[config.mk]
export PLATFORM = sky130hd
export DESIGN_NAME = apb_mux_rr
export DESIGN_NICKNAME = d
export VERILOG_FILES = /design/src/rtl/apb_mux_rr.sv
export SDC_FILE = /design/constraint.sdc
export NUM_CORES = 1
export LEC_CHECK = 0
export ABC_CLOCK_PERIOD_IN_PS = 1800
export BUFFER_PORTS_ARGS = -buffer_cell sky130_fd_sc_hd__clkbuf_2
export CAP_MARGIN = 20
export CORE_AREA = 2 2 87 89
export DETAILED_ROUTE_END_ITERATION = 8
export DIE_AREA = 0 0 89 91
export GPL_ROUTABILITY_DRIVEN = 0
export PLACE_DENSITY = 0.73
export SETUP_SLACK_MARGIN = 0.3
export SYNTH_ARGS = -nofsm -noshare
export SYNTH_HDL_FRONTEND = slang
export SYNTH_SLANG_ARGS = --single-unit
export TNS_END_PERCENT = 5
[constraint.sdc]
create_clock -name CLK -period 1.8 [get_ports CLK]
set_clock_uncertainty 0.1 [all_clocks]
set_input_delay 0.36 -clock CLK [delete_from_list [all_inputs] [get_ports CLK]]
set_output_delay 0.36 -clock CLK [all_outputs]
set_load 0.02 [all_outputs]
[src/rtl/apb_mux_rr.sv]
`default_nettype none
// ============================================================================
// Module   : apb_mux_rr
// Brief    : NS-to-1 round-robin APB arbiter/multiplexer with optional
//            ACCESS-phase timeout returning PSLVERR upstream.
// Revision : 1.0 - initial release
// ============================================================================
module apb_mux_rr #(
    parameter int DW      = 16,
    parameter int AW      = 16,
    parameter int NS      = 4,
    parameter int TIMEOUT = 0
) (
    input  logic             CLK,
    input  logic             RESET,
    input  logic [NS-1:0]    APBS_PSEL,
    input  logic [NS-1:0]    APBS_PENABLE,
    input  logic [NS*AW-1:0] APBS_PADDR,
    input  logic [NS*DW-1:0] APBS_PWDATA,
    input  logic [NS-1:0]    APBS_PWRITE,
    output logic [DW-1:0]    APBS_PRDATA,
    output logic [NS-1:0]    APBS_PREADY,
    output logic [NS-1:0]    APBS_PSLVERR,
    output logic             APBM_PSEL,
    output logic             APBM_PENABLE,
    output logic [AW-1:0]    APBM_PADDR,
    output logic [DW-1:0]    APBM_PWDATA,
    output logic             APBM_PWRITE,
    input  logic [DW-1:0]    APBM_PRDATA,
    input  logic             APBM_PREADY,
    input  logic             APBM_PSLVERR,
    output logic [NS-1:0]    GNT
);

    localparam int          c_OW      = $clog2(NS);
    localparam int          c_IW      = c_OW + 1;
    localparam logic [15:0] c_TO_LAST = (TIMEOUT == 0) ? 16'd0 : 16'(TIMEOUT - 1);

    typedef enum logic [1:0] {
        S_IDLE   = 2'd0,
        S_SETUP  = 2'd1,
        S_ACCESS = 2'd2
    } state_t;

    state_t          r_state,  w_state_nxt;
    logic [c_OW-1:0] r_own,    w_own_nxt;
    logic [c_OW-1:0] r_last,   w_last_nxt;
    logic [15:0]     r_cnt,    w_cnt_nxt;
    logic [c_OW-1:0] w_pick;
    logic            w_pick_vld;
    logic [c_IW-1:0] w_idx;
    logic [NS-1:0]   w_own_oh;
    logic [NS-1:0]   w_req;
    logic            w_timeout;
    logic            w_done;
    logic            w_unused_penable;

    // PENABLE from requesters carries no information we need: sequencing is local.
    assign w_unused_penable = ^APBS_PENABLE;

    assign w_own_oh  = {{(NS-1){1'b0}}, 1'b1} << r_own;
    assign w_timeout = (TIMEOUT != 0) && (r_state == S_ACCESS) && !APBM_PREADY
                       && (r_cnt == c_TO_LAST);
    assign w_done    = (r_state == S_ACCESS) && (APBM_PREADY || w_timeout);

    // The completing owner is masked so a waiting peer always gets the next slot.
    assign w_req = (r_state == S_IDLE) ? APBS_PSEL : (APBS_PSEL & ~w_own_oh);

    // Scan last+NS down to last+1 so the nearest requester after last wins.
    always_comb begin
        w_pick     = '0;
        w_pick_vld = 1'b0;
        w_idx      = '0;
        for (int k = NS; k >= 1; k--) begin
            w_idx = {1'b0, r_last} + c_IW'(k);
            if (w_idx >= c_IW'(NS)) begin
                w_idx = w_idx - c_IW'(NS);
            end
            if (w_req[w_idx[c_OW-1:0]]) begin
                w_pick     = w_idx[c_OW-1:0];
                w_pick_vld = 1'b1;
            end
        end
    end

    always_comb begin
        w_state_nxt = r_state;
        w_own_nxt   = r_own;
        w_last_nxt  = r_last;
        w_cnt_nxt   = r_cnt;
        case (r_state)
            S_IDLE: begin
                if (w_pick_vld) begin
                    w_own_nxt   = w_pick;
                    w_last_nxt  = w_pick;
                    w_state_nxt = S_SETUP;
                end
            end
            S_SETUP: begin
                if (APBS_PSEL[r_own]) begin
                    w_state_nxt = S_ACCESS;
                    w_cnt_nxt   = '0;
                end else begin
                    w_state_nxt = S_IDLE;
                end
            end
            S_ACCESS: begin
                if (w_done) begin
                    if (w_pick_vld) begin
                        w_own_nxt   = w_pick;
                        w_last_nxt  = w_pick;
                        w_state_nxt = S_SETUP;
                    end else begin
                        w_state_nxt = S_IDLE;
                    end
                end else begin
                    w_cnt_nxt = r_cnt + 16'd1;
                end
            end
            default: begin
                w_state_nxt = S_IDLE;
            end
        endcase
    end

    always_ff @(posedge CLK) begin
        if (RESET) begin
            r_state <= S_IDLE;
            r_own   <= '0;
            r_last  <= c_OW'(NS - 1);
            r_cnt   <= '0;
        end else begin
            r_state <= w_state_nxt;
            r_own   <= w_own_nxt;
            r_last  <= w_last_nxt;
            r_cnt   <= w_cnt_nxt;
        end
    end

    assign APBM_PSEL    = (r_state != S_IDLE);
    assign APBM_PENABLE = (r_state == S_ACCESS);
    assign APBM_PADDR   = APBS_PADDR[int'(r_own)*AW +: AW];
    assign APBM_PWDATA  = APBS_PWDATA[int'(r_own)*DW +: DW];
    assign APBM_PWRITE  = APBS_PWRITE[r_own];

    assign GNT          = APBM_PSEL ? w_own_oh : '0;
    assign APBS_PREADY  = w_done ? w_own_oh : '0;
    assign APBS_PSLVERR = (w_done && (w_timeout || APBM_PSLVERR)) ? w_own_oh : '0;
    // A timed-out access has no valid read data behind it.
    assign APBS_PRDATA  = w_timeout ? '0 : APBM_PRDATA;

endmodule

`default_nettype wire

Yosys cells after proc, flatten, opt, wreduce, memory -nomap -nowiden
Index checks and enable logic that the tools add are counted.
- register bits after elaboration: 6
- word-level logic and storage cells: 75
- add/sub/neg operators: 8
- order comparisons: 9
- equal/unequal tests: 4
- shifts and indexed selects: 3
- muxes and demuxes: 39
- bitwise operators: 2
- reduce and logical (&&, ||, !) cells: 7
- operators by type and width (operator ; number):
    64-bit by 7-bit indexed part select with 16-bit output ; 2
    2-bit 2-to-1 mux ; 15
    4-bit 2-to-1 mux ; 4
    2-bit by 3-bit less-than comparator with 1-bit output, second input constant ; 5
    1-bit binary-select mux with 2-bit select ; 6
    3-bit greater-or-equal comparator, second input constant ; 4
    1-bit 2-to-1 mux ; 11
    2-bit one-hot mux with 2 select lines ; 2
    2-bit by 1-bit subtractor with 2-bit output, second input constant ; 4
    2-bit by 2-bit adder with 3-bit output, second input constant ; 2
    2-bit one-hot mux with 3 select lines ; 1
    4-bit bitwise AND ; 1
    4-bit inverter ; 1
    2-bit AND reduction ; 2
    2-bit nonzero test ; 2
    1-bit by 2-bit << shifter with 4-bit output, first input constant ; 1
    2-bit by 1-bit adder with 3-bit output, second input constant ; 1
    2-bit by 3-bit adder with 3-bit output, second input constant ; 1
    2-bit by 1-bit equality test with 1-bit output, second input constant ; 1
    2-bit equality test, second input constant ; 1
    1-bit logical AND ; 2
    2-bit zero test ; 1
    2-bit by 1-bit inequality test with 1-bit output, second input constant ; 1
    2-bit inequality test, second input constant ; 1

Logic depth before layout (Yosys ltp)
Gate-level depths: netlist (run 1).
- depth in word-level cells: 13
- gate-level depth with buffers: 6
- depth with buffers taken out: 6

Worst setup path after synthesis (run 1)
No wires, ideal clock.
- kind: register to output
- start: register r_own[0]
- end: output port APBM_PADDR[11]
- arrival: 1.543 ns
- slack: -0.203 ns
- stages on the path, launching flop included: 5
- buffers on the path: 3
- path through: dfxtp_1 -> buf_6 -> buf_2 -> buf_4 -> mux4_2
- longest elaborated chain between the ends: 1
- RTL lines (item ; RTL line ; source):
    from (decl) ; 46 ; logic [c_OW-1:0] r_own, w_own_nxt;
    from (signal assigned) ; 134 ; r_own <= w_own_nxt;
    64-bit by 7-bit indexed part select with 16-bit output ; 142 ; assign APBM_PADDR = APBS_PADDR[int'(r_own)*AW +: AW];
    to (decl) ; 26 ; output logic [AW-1:0] APBM_PADDR,
Every way passes these cells.

Worst setup path after layout (run 1)
- start: register r_own[0]
- end: output port APBM_PWDATA[7]
- longest elaborated chain between the ends: 1
- RTL lines (item ; RTL line ; source):
    64-bit by 7-bit indexed part select with 16-bit output ; 143 ; assign APBM_PWDATA = APBS_PWDATA[int'(r_own)*DW +: DW];
    to (decl) ; 27 ; output logic [DW-1:0] APBM_PWDATA,
Every way passes these cells.

==> flow_metrics.py, run 1 <==
metrics = {
    "routing": {
        "ant_nets": 0,
        "drt-initial-drc-count": 34,
        "vias": 1876,
        "first_pass_iters": 4,
        "drc": 0,
        "routed_wl_um": 6210,
        "wl_per_cell_um": 15.3,
        "vias_per_cell": 4.62,
    },
    "timing": {
        "period_minus_slack_ns": 1.98,
        "period_share_pct": 110,
        "maxSlewViolCount": 0,
        "worst_pin_slew_ns": 0.499,
        "hold_viol_final": 0,
        "relSlewSlack_pct": 66.3,
        "setup_ws_ns": -0.177,
        "whs_ns": 0.274,
        "rsz0062_at_grt": "true",
        "setup_viol_count_final": 39,
        "fmax_mhz": 506,
    },
    "cts": {
        "cts_root_buf": "clkbuf_8",
        "clock_latency_ns": 0.22,
        "tritoncts": "built",
        "clk_pin_slew_ns": 0.04,
        "cts_made_buffers": 3,
        "clkSinkCount": 6,
        "hold_buffers": 0,
        "htreeDepth": 1,
        "cts.path.max_buffers": 2,
    },
    "layout": {
        "fin_nets": 469,
        "drive_above_1_share_pct": 88.9,
        "multi_input_area_mm2": 0.00121,
        "postLayoutCoreUtil_pct": 38.8,
        "area_growth_pct": 94.6,
        "n_antenna_cell": 0,
        "final_cells": 406,
        "fillerInstances": 738,
        "regArea_um2": 135,
        "design_area_mm2": 0.00277,
    },
    "floorplanning": {
        "die_area_mm2": 0.00810,
        "num_rows": 31,
        "start_util_pct": 20.0,
        "ios": 223,
        "die_h_um": 91,
        "die_w_um": 89,
        "core_mm2": 0.00714,
    },
    "logic_synthesis": {
        "avgSynthCellArea_um2": 11.4,
        "synthTopCellsByArea": "mux4_2 (54%), buf_4 (9.5%), dfxtp_1 (8.4%), nor2_1 (3.2%), nand2_1 (1.6%)",
        "synth_most_common_cell": "mux4_2",
        "synth_area_mm2": 0.00142,
        "synth_seq_cells": 6,
        "synthesis.nets": 285,
        "synth_ff_type": "dfxtp_1",
        "synth_common_cells": "mux4_2 (34), buf_4 (18), nor2_1 (12), dfxtp_1 (6), nand2_1 (6)",
        "seq_area_frac_synth_pct": 8.44,
        "yosysTopAreaCellShare_pct": 53.8,
        "synth_warnings": 0,
        "synth_top_area_cell": "mux4_2",
        "synth_edf_count": 0,
        "synth.distinct_cells": 37,
        "async_flop_share_pct": 0,
        "syn_inst": 125,
    },
    "worst_setup_path": {
        "crit_type": "reg2out",
        "start_kind": "register",
        "cp.arrival_ns": 1.52,
        "crit_fanout": 22,
        "end_kind": "output pin",
        "required_ns": 1.34,
    },
    "pwr": {
        "vdd_drop_max_mv": 0.326,
        "total_leakage_power_nw": 1.35,
        "p_per_area_mw_per_mm2": 667,
        "p_total_mw": 1.85,
    },
    "placed_design": {
        "dp_hpwl_um": 5100,
        "place_inst": 398,
        "placed_area_mm2": 0.00248,
        "port_buffers": 186,
    },
    "grt": {
        "overflow": 0,
        "grt_max_degree": 23,
        "grt_antenna_before_repair": 0,
        "grt_use_total_pct": 14.0,
        "grt_pass1_wl_um": 9000,
        "grt_pass1_vias": 1955,
    },
    "run": {
        "drv_cap": 0,
    },
    "hold_path": {
        "hp-class": "in2reg",
    },
    "status": {
        "status": "finished, violations left",
        "violations": "setup timing",
    },
}
cell type report:
cell class	count	share of cell area (%)
clock buffer	3	1.49
inverter	6	0.813
multi-input combinational	87	43.5
sequential	6	4.88
tap	99	4.47
timing repair buffer	205	44.8
repair_timing:
action | in CTS | in global routing
setup buffers | 4 | 1
pin swaps | 7 | 5
endpoints found under the setup margin | 52 | 53
gates resized for setup | 36 | 63
worst max-delay path, stage by stage (launching register included):
cell and delay [ns]:
dfxtp_4 0.36, buf_12 0.20, mux4_2 0.54, clkbuf_2 0.17
kinds of logic after synthesis:
group / count (synthesis) / synth area share (%)
AO/OA/AOI/OAI: 20 / 11.6
buffers and inverters: 32 / 14.0
flip-flops: 6 / 8.44
multiplexers: 36 / 55.5
AND/OR/NAND/NOR: 31 / 10.5
stage by stage:
stage          worst slack (ns)  TNS, ns
2_1_floorplan            0.0516        0
3_3_place_gp            -0.0383  -0.0615
3_5_place_dp            -0.0525  -0.0940
4_1_cts                  -0.194    -5.61
5_1_grt                  -0.238    -7.34
6_report                 -0.177    -5.01
final timing paths:
check             from              to  slack (ns)  depth (start not counted)
min              RESET        r_own[1]        0.27                          2
max           r_own[0]  APBM_PWDATA[7]       -0.18                          3
max reg2reg   r_own[0]        r_own[1]       -0.07                          6
min reg2reg  r_last[0]       r_last[0]        0.46                          2
state kept, by name, summed over array words and instances, names as in the netlist:
name     flops
r_own        2
r_state      2
r_last       2
placed cells by master, fill, tap and decap left out, types with 2 or more instances in the layout:
master    instances
dfxtp_4           4
buf_4            15
nor2_1            6
nand2_1           4
nor3_2            4
inv_1             4
buf_12            4
o21ai_0           2
clkbuf_4          3
clkbuf_2        141
mux4_2           34
a211oi_2          2
clkbuf_8          5
buf_6            10
buf_2            27
dfxtp_1           2
inv_2             2
a21oi_1           2
buf_8             3
nor2_4            3
nor2_2            4
per-layer routing:
metal | routed length [um] | GRT usage [%]
met2 | 3310 | 26.2
met1 | 2340 | 15.9
met4 | 116 | 3.86
met3 | 452 | 2.00
met5 | 0 | 0
where the power goes:
| group | internal, mW | total, mW | switching [mW] |
|---|---|---|---|
| clock | 0.144 | 0.203 | 0.0588 |
| sequential | 0.159 | 0.208 | 0.0488 |
| combinational | 0.761 | 1.44 | 0.676 |
(Power assumes the default switching activity.)
==> run 2: changes to the inputs <==
--- a/config.mk
+++ b/config.mk
@@ -13,6 +13,7 @@
 export DIE_AREA = 0 0 89 91
 export GPL_ROUTABILITY_DRIVEN = 0
 export PLACE_DENSITY = 0.73
+export REMOVE_ABC_BUFFERS = 1
 export SETUP_SLACK_MARGIN = 0.3
 export SYNTH_ARGS = -nofsm -noshare
 export SYNTH_HDL_FRONTEND = slang
==> run 2 against run 1 <==
The run still ends with setup timing left. Global-route usage is 2.5 points higher. First-iteration DRC count is 97% higher. Combinational power hardly changed. Sequential share of layout area hardly changed. Via count is 2.9% higher. Fmax is 0.91% lower. Sequential power hardly changed. Clock power hardly changed. Hold slack worse by 0.0032 ns. Power is 1.5% lower. Die area stayed put. Clock-buffer cell count stayed put. Highest routed layer is now met5.
==> flow_metrics.py, run 2 (synthesized netlist as in run 1, its figures left out) <==
metrics = {
    "cts": {
        "clock_latency_ns": 0.22,
        "cts.path.max_buffers": 2,
        "cts_root_buf": "clkbuf_8",
        "cts_made_buffers": 3,
        "hold_buffers": 0,
        "clkSinkCount": 6,
        "htreeDepth": 1,
        "clk_pin_slew_ns": 0.04,
        "tritoncts": "built",
    },
    "routing": {
        "routed_wl_um": 7450,
        "wl_per_cell_um": 18.1,
        "drt-initial-drc-count": 67,
        "drc": 0,
        "vias_per_cell": 4.69,
        "vias": 1931,
        "first_pass_iters": 4,
        "ant_nets": 0,
    },
    "worst_setup_path": {
        "crit_fanout": 8,
        "crit_type": "reg2out",
        "end_kind": "output pin",
        "cp.arrival_ns": 1.53,
        "required_ns": 1.34,
        "start_kind": "register",
    },
    "floorplanning": {
        "core_mm2": 0.00714,
        "die_w_um": 89,
        "start_util_pct": 20.0,
        "ios": 223,
        "num_rows": 31,
        "die_h_um": 91,
        "die_area_mm2": 0.00810,
    },
    "grt": {
        "grt_max_degree": 20,
        "grt_antenna_before_repair": 3,
        "overflow": 0,
        "grt_util_met2_pct": 25.7,
        "grt_use_total_pct": 16.4,
        "grt_pass1_wl_um": 9900,
        "use_met1_pct": 17.4,
        "met3_usage_pct": 12.8,
        "busiest_layer": "met2",
        "grt_pass1_vias": 1918,
    },
    "layout": {
        "final_cells": 412,
        "mostFrequentLayoutCells": "clkbuf_2 (144), mux4_2 (34), buf_4 (25), buf_2 (22)",
        "design_area_mm2": 0.00274,
        "multi_input_area_mm2": 0.00114,
        "top_regs": "r_last: 2 flops, r_own: 2 flops, r_state: 2 flops",
        "postLayoutCoreUtil_pct": 38.4,
        "drive_above_1_share_pct": 85.2,
        "area_growth_pct": 92.5,
        "layout_commonest_cell": "clkbuf_2",
        "fillerInstances": 767,
        "regArea_um2": 133,
        "fin_nets": 473,
    },
    "pwr": {
        "total_leakage_power_nw": 1.35,
        "switching_share_pct": 41.8,
        "clkPwrFrac_pct": 11.1,
        "seq_power_share_pct": 11.4,
        "p_total_mw": 1.82,
        "p_int_mw": 1.06,
        "vdd_drop_max_mv": 0.345,
        "p_comb_share_pct": 77.6,
        "p_sw_mw": 0.761,
        "p_per_area_mw_per_mm2": 664,
    },
    "timing": {
        "period_share_pct": 111,
        "maxSlewViolCount": 0,
        "relSlewSlack_pct": 77.6,
        "fmax_mhz": 501,
        "setup_ws_ns": -0.195,
        "rsz0062_at_grt": "true",
        "period_minus_slack_ns": 1.99,
        "hold_viol_final": 0,
        "worst_pin_slew_ns": 0.335,
        "setup_viol_count_final": 38,
    },
    "placed_design": {
        "place_ws_ns": -0.00714,
        "dp_hpwl_um": 6480,
        "port_buffers": 186,
        "placed_area_mm2": 0.00248,
        "place_inst": 404,
    },
    "status": {
        "violations": "setup timing",
        "status": "finished, violations left",
    },
    "hold_path": {
        "hp-class": "in2reg",
    },
    "run": {
        "drv_cap": 0,
    },
}
-- run 2: cell count changes in the layout (fill, tap and decap cells not counted), sizes merged --
cell / delta
buf: +2
clkbuf: +2
diode: +2
-- run 2: critical path, stage by stage, from the launching register on --
cell and delay, ns:
dfxtp_4 0.44, clkbuf_16 0.20, mux4_2 0.50, clkbuf_2 0.17
-- run 2: layout make-up --
| type | instances | area share [%] |
|---|---|---|
| repair buffers | 209 | 46.5 |
| multi-input cells | 87 | 41.7 |
| flip-flops and latches | 6 | 4.84 |
| well taps | 99 | 4.52 |
| clock buffers | 3 | 1.51 |
| inverters | 6 | 0.822 |
| diodes | 2 | 0.183 |
-- run 2: power by group through the flow --
stage               logic [mW]  registers, mW  clock network, mW
floorplan                0.691          0.278                  0
global placement          1.27          0.192                  0
detailed placement        1.29          0.194                  0
CTS                       1.35          0.205              0.208
global route              1.51          0.212              0.219
finish                    1.41          0.207              0.202
-- run 2: layer usage --
metal | wire length [um] | part of all wire (%) | vias up
li1 | - | - | 873
met4 | 74 | 0.99 | 6
met2 | 3380 | 45 | 133
met1 | 2590 | 35 | 903
met3 | 1300 | 17 | 16
met5 | 104 | 1.4 | -
-- run 2: path summary, 6_finish.rpt --
| check | from | end | slack (ns) | depth (start not counted) |
|---|---|---|---|---|
| setup reg to reg | r_own[0] | r_own[0] | -0.14 | 7 |
| setup / recovery | r_own[0] | APBM_PWDATA[9] | -0.19 | 3 |
| hold / removal | RESET | r_own[1] | 0.27 | 2 |
| hold reg to reg | r_own[1] | r_own[1] | 0.44 | 2 |
-- run 2: repair_timing --
| action | in CTS | in global routing |
|---|---|---|
| pin swaps | 6 | 3 |
| endpoints found under the setup margin | 53 | 53 |
| gates resized for setup | 30 | 58 |
| cloned | 1 | 1 |
| setup buffers | 1 | 0 |
-- run 2: through the flow --
stage / hold WS [ns] / TNS, ns
finish: 0.271 / -5.86
global route: 0.282 / -8.29
CTS: 0.268 / -6.11
detailed placement: 0.425 / -0.00714
global placement: 0.414 / -0.00754
floorplan: 0.322 / -55.65
==> run 3: changes to the inputs <==
--- a/config.mk
+++ b/config.mk
@@ -9,10 +9,12 @@
 export BUFFER_PORTS_ARGS = -buffer_cell sky130_fd_sc_hd__clkbuf_2
 export CAP_MARGIN = 20
 export CORE_AREA = 2 2 87 89
+export CTS_CLUSTER_SIZE = 12
 export DETAILED_ROUTE_END_ITERATION = 8
 export DIE_AREA = 0 0 89 91
 export GPL_ROUTABILITY_DRIVEN = 0
-export PLACE_DENSITY = 0.73
+export PLACE_DENSITY_LB_ADDON = 0.15
+export RECOVER_POWER = 50
 export REMOVE_ABC_BUFFERS = 1
 export SETUP_SLACK_MARGIN = 0.3
 export SYNTH_ARGS = -nofsm -noshare
==> run 3 against run 2 <==
Combinational power grew 5%. Core utilization rose by 1.0 points. Critical path type unchanged. Via count decreased by 3.9%. Register-to-register slack worse by 0.03 ns. Clock-buffer cell count unchanged. The run still ends with setup timing left.
==> flow_metrics.py, run 3 (synthesized netlist as in run 1, its figures left out) <==
metrics = {
    "layout": {
        "postLayoutCoreUtil_pct": 39.4,
        "n_antenna_cell": 0,
        "layout_commonest_cell": "clkbuf_2",
        "area_growth_pct": 97.6,
        "top_regs": "r_last: 2 flops, r_own: 2 flops, r_state: 2 flops",
        "drive_above_1_share_pct": 86.5,
        "fin_nets": 474,
        "mostFrequentLayoutCells": "clkbuf_2 (142), mux4_2 (34), buf_4 (23), buf_2 (22), buf_6 (11)",
        "final_cells": 411,
    },
    "cts": {
        "cts_root_buf": "clkbuf_8",
        "clock_latency_ns": 0.22,
        "htreeDepth": 1,
        "tritoncts": "built",
        "cts.path.max_buffers": 2,
        "clk_pin_slew_ns": 0.04,
        "cts_made_buffers": 3,
        "clkSinkCount": 6,
    },
    "routing": {
        "route.met3.wl_um": 770,
        "vias": 1855,
        "vias_per_cell": 4.51,
        "wl_per_cell_um": 15.7,
        "wl_met2_um": 3480,
        "ant_nets": 0,
        "routed_wl_um": 6450,
        "drt-initial-drc-count": 26,
        "routed.top_layer": "met3",
        "wl_met1_um": 2200,
        "first_pass_iters": 4,
        "drc": 0,
    },
    "placed_design": {
        "port_buffers": 186,
        "dp_hpwl_um": 5650,
        "place_inst": 403,
    },
    "floorplanning": {
        "ios": 223,
        "die_w_um": 89,
        "die_h_um": 91,
        "core_mm2": 0.00714,
        "start_util_pct": 20.0,
        "num_rows": 31,
        "die_area_mm2": 0.00810,
    },
    "timing": {
        "relSlewSlack_pct": 73.1,
        "maxSlewViolCount": 0,
        "worst_pin_slew_ns": 0.399,
        "period_minus_slack_ns": 2.00,
        "setup_ws_ns": -0.195,
        "fmax_mhz": 501,
        "rsz0062_at_grt": "true",
        "setup_viol_count_final": 40,
        "period_share_pct": 111,
        "hold_viol_final": 0,
    },
    "worst_setup_path": {
        "r2r_start": "r_own[0]",
        "start_kind": "register",
        "cp.arrival_ns": 1.54,
        "crit_start": "r_own[0]",
        "crit_fanout": 6,
        "reg2reg_setup_slack_ns": -0.17,
        "crit_type": "reg2out",
        "required_ns": 1.34,
        "crit_end": "APBM_PWDATA[7]",
        "timing.rr.end": "r_own[0]",
        "end_kind": "output pin",
        "ff2ff_path_depth": 7,
    },
    "pwr": {
        "clkPwrFrac_pct": 10.6,
        "p_comb_share_pct": 78.3,
        "switching_share_pct": 41.1,
        "seq_power_share_pct": 11.1,
        "vdd_drop_max_mv": 0.388,
        "total_leakage_power_nw": 1.38,
        "p_per_area_mw_per_mm2": 674,
        "p_int_mw": 1.12,
        "p_sw_mw": 0.779,
    },
    "grt": {
        "overflow": 0,
        "grt_antenna_before_repair": 0,
        "grt_use_total_pct": 14.6,
        "grt_max_degree": 19,
        "grt_pass1_vias": 1882,
        "grt_pass1_wl_um": 9140,
    },
    "hold_path": {
        "hp-class": "in2reg",
    },
    "run": {
        "drv_cap": 0,
    },
    "status": {
        "status": "finished, violations left",
        "violations": "setup timing",
    },
}
[run 3: changes by cell type in the layout (fill, tap and decap cells not counted), sizes merged]
cell / before / now
buf: 61 / 65
clkbuf: 151 / 148
diode: 2 / 0
[run 3: timing repair]
action | in CTS | in global routing
endpoints found under the setup margin | 53 | 53
hold buffers | 0 | 0
gates cloned | 2 | 0
pin swaps | 2 | 2
setup buffers | 3 | 0
resized for setup | 41 | 62
[run 3: cell type report]
type | count | area (um^2)
clock buffers | 3 | 41.3
fillers | 751 | 4320
inverters | 6 | 22.5
multi-input cells | 87 | 1170
flip-flops and latches | 6 | 133
well taps | 99 | 124
repair buffers | 210 | 1320
[run 3: routing by layer]
layer,vias to the layer above,GRT usage (%)
li1,872,-
met2,106,26.3
met5,-,0
met3,0,5.45
met1,877,17.4
met4,0,0.373
[run 3: critical path, stage by stage (launching register included)]
cell and delay [ns]:
dfxtp_4 0.45, buf_12 0.16, mux4_2 0.53, buf_8 0.16
[run 3: power by group through the flow]
stage                     combinational (mW)  sequential (mW)  clock [mW]
final                                   1.48            0.211       0.201
after detailed placement                1.30            0.201           0
after CTS                               1.44            0.212       0.207
after global placement                  1.29            0.201           0
after global routing                    1.60            0.216       0.219
after floorplan                        0.691            0.278           0
[run 3: worst min path at each step]
| stage | slack (ns) | depth (start not counted) | start | to |
|---|---|---|---|---|
| 2_1_floorplan | 0.32 | 1 | RESET | r_own[1] |
| 3_3_place_gp | 0.45 | 2 | r_last[0] | r_last[0] |
| 3_5_place_dp | 0.45 | 2 | r_own[1] | r_own[1] |
| 4_1_cts | 0.28 | 2 | RESET | r_own[1] |
| 5_1_grt | 0.30 | 2 | RESET | r_own[1] |
| 6_report | 0.28 | 2 | RESET | r_own[1] |
[run 3: per-stage QoR]
| step | instance area [um^2] | power, mW | setup WS, ns | TNS (ns) | hold WS [ns] |
|---|---|---|---|---|---|
| 6_report | 2810 | 1.90 | -0.195 | -6.18 | 0.283 |
| 3_5_place_dp | 2470 | 1.50 | -0.0803 | -1.25 | 0.452 |
| 2_1_floorplan | 1250 | 0.969 | -1.30 | -55.65 | 0.322 |
| 4_1_cts | 2740 | 1.86 | -0.207 | -7.13 | 0.276 |
| 5_1_grt | 2810 | 2.04 | -0.253 | -8.71 | 0.301 |
| 3_3_place_gp | 2470 | 1.49 | -0.0762 | -1.23 | 0.446 |
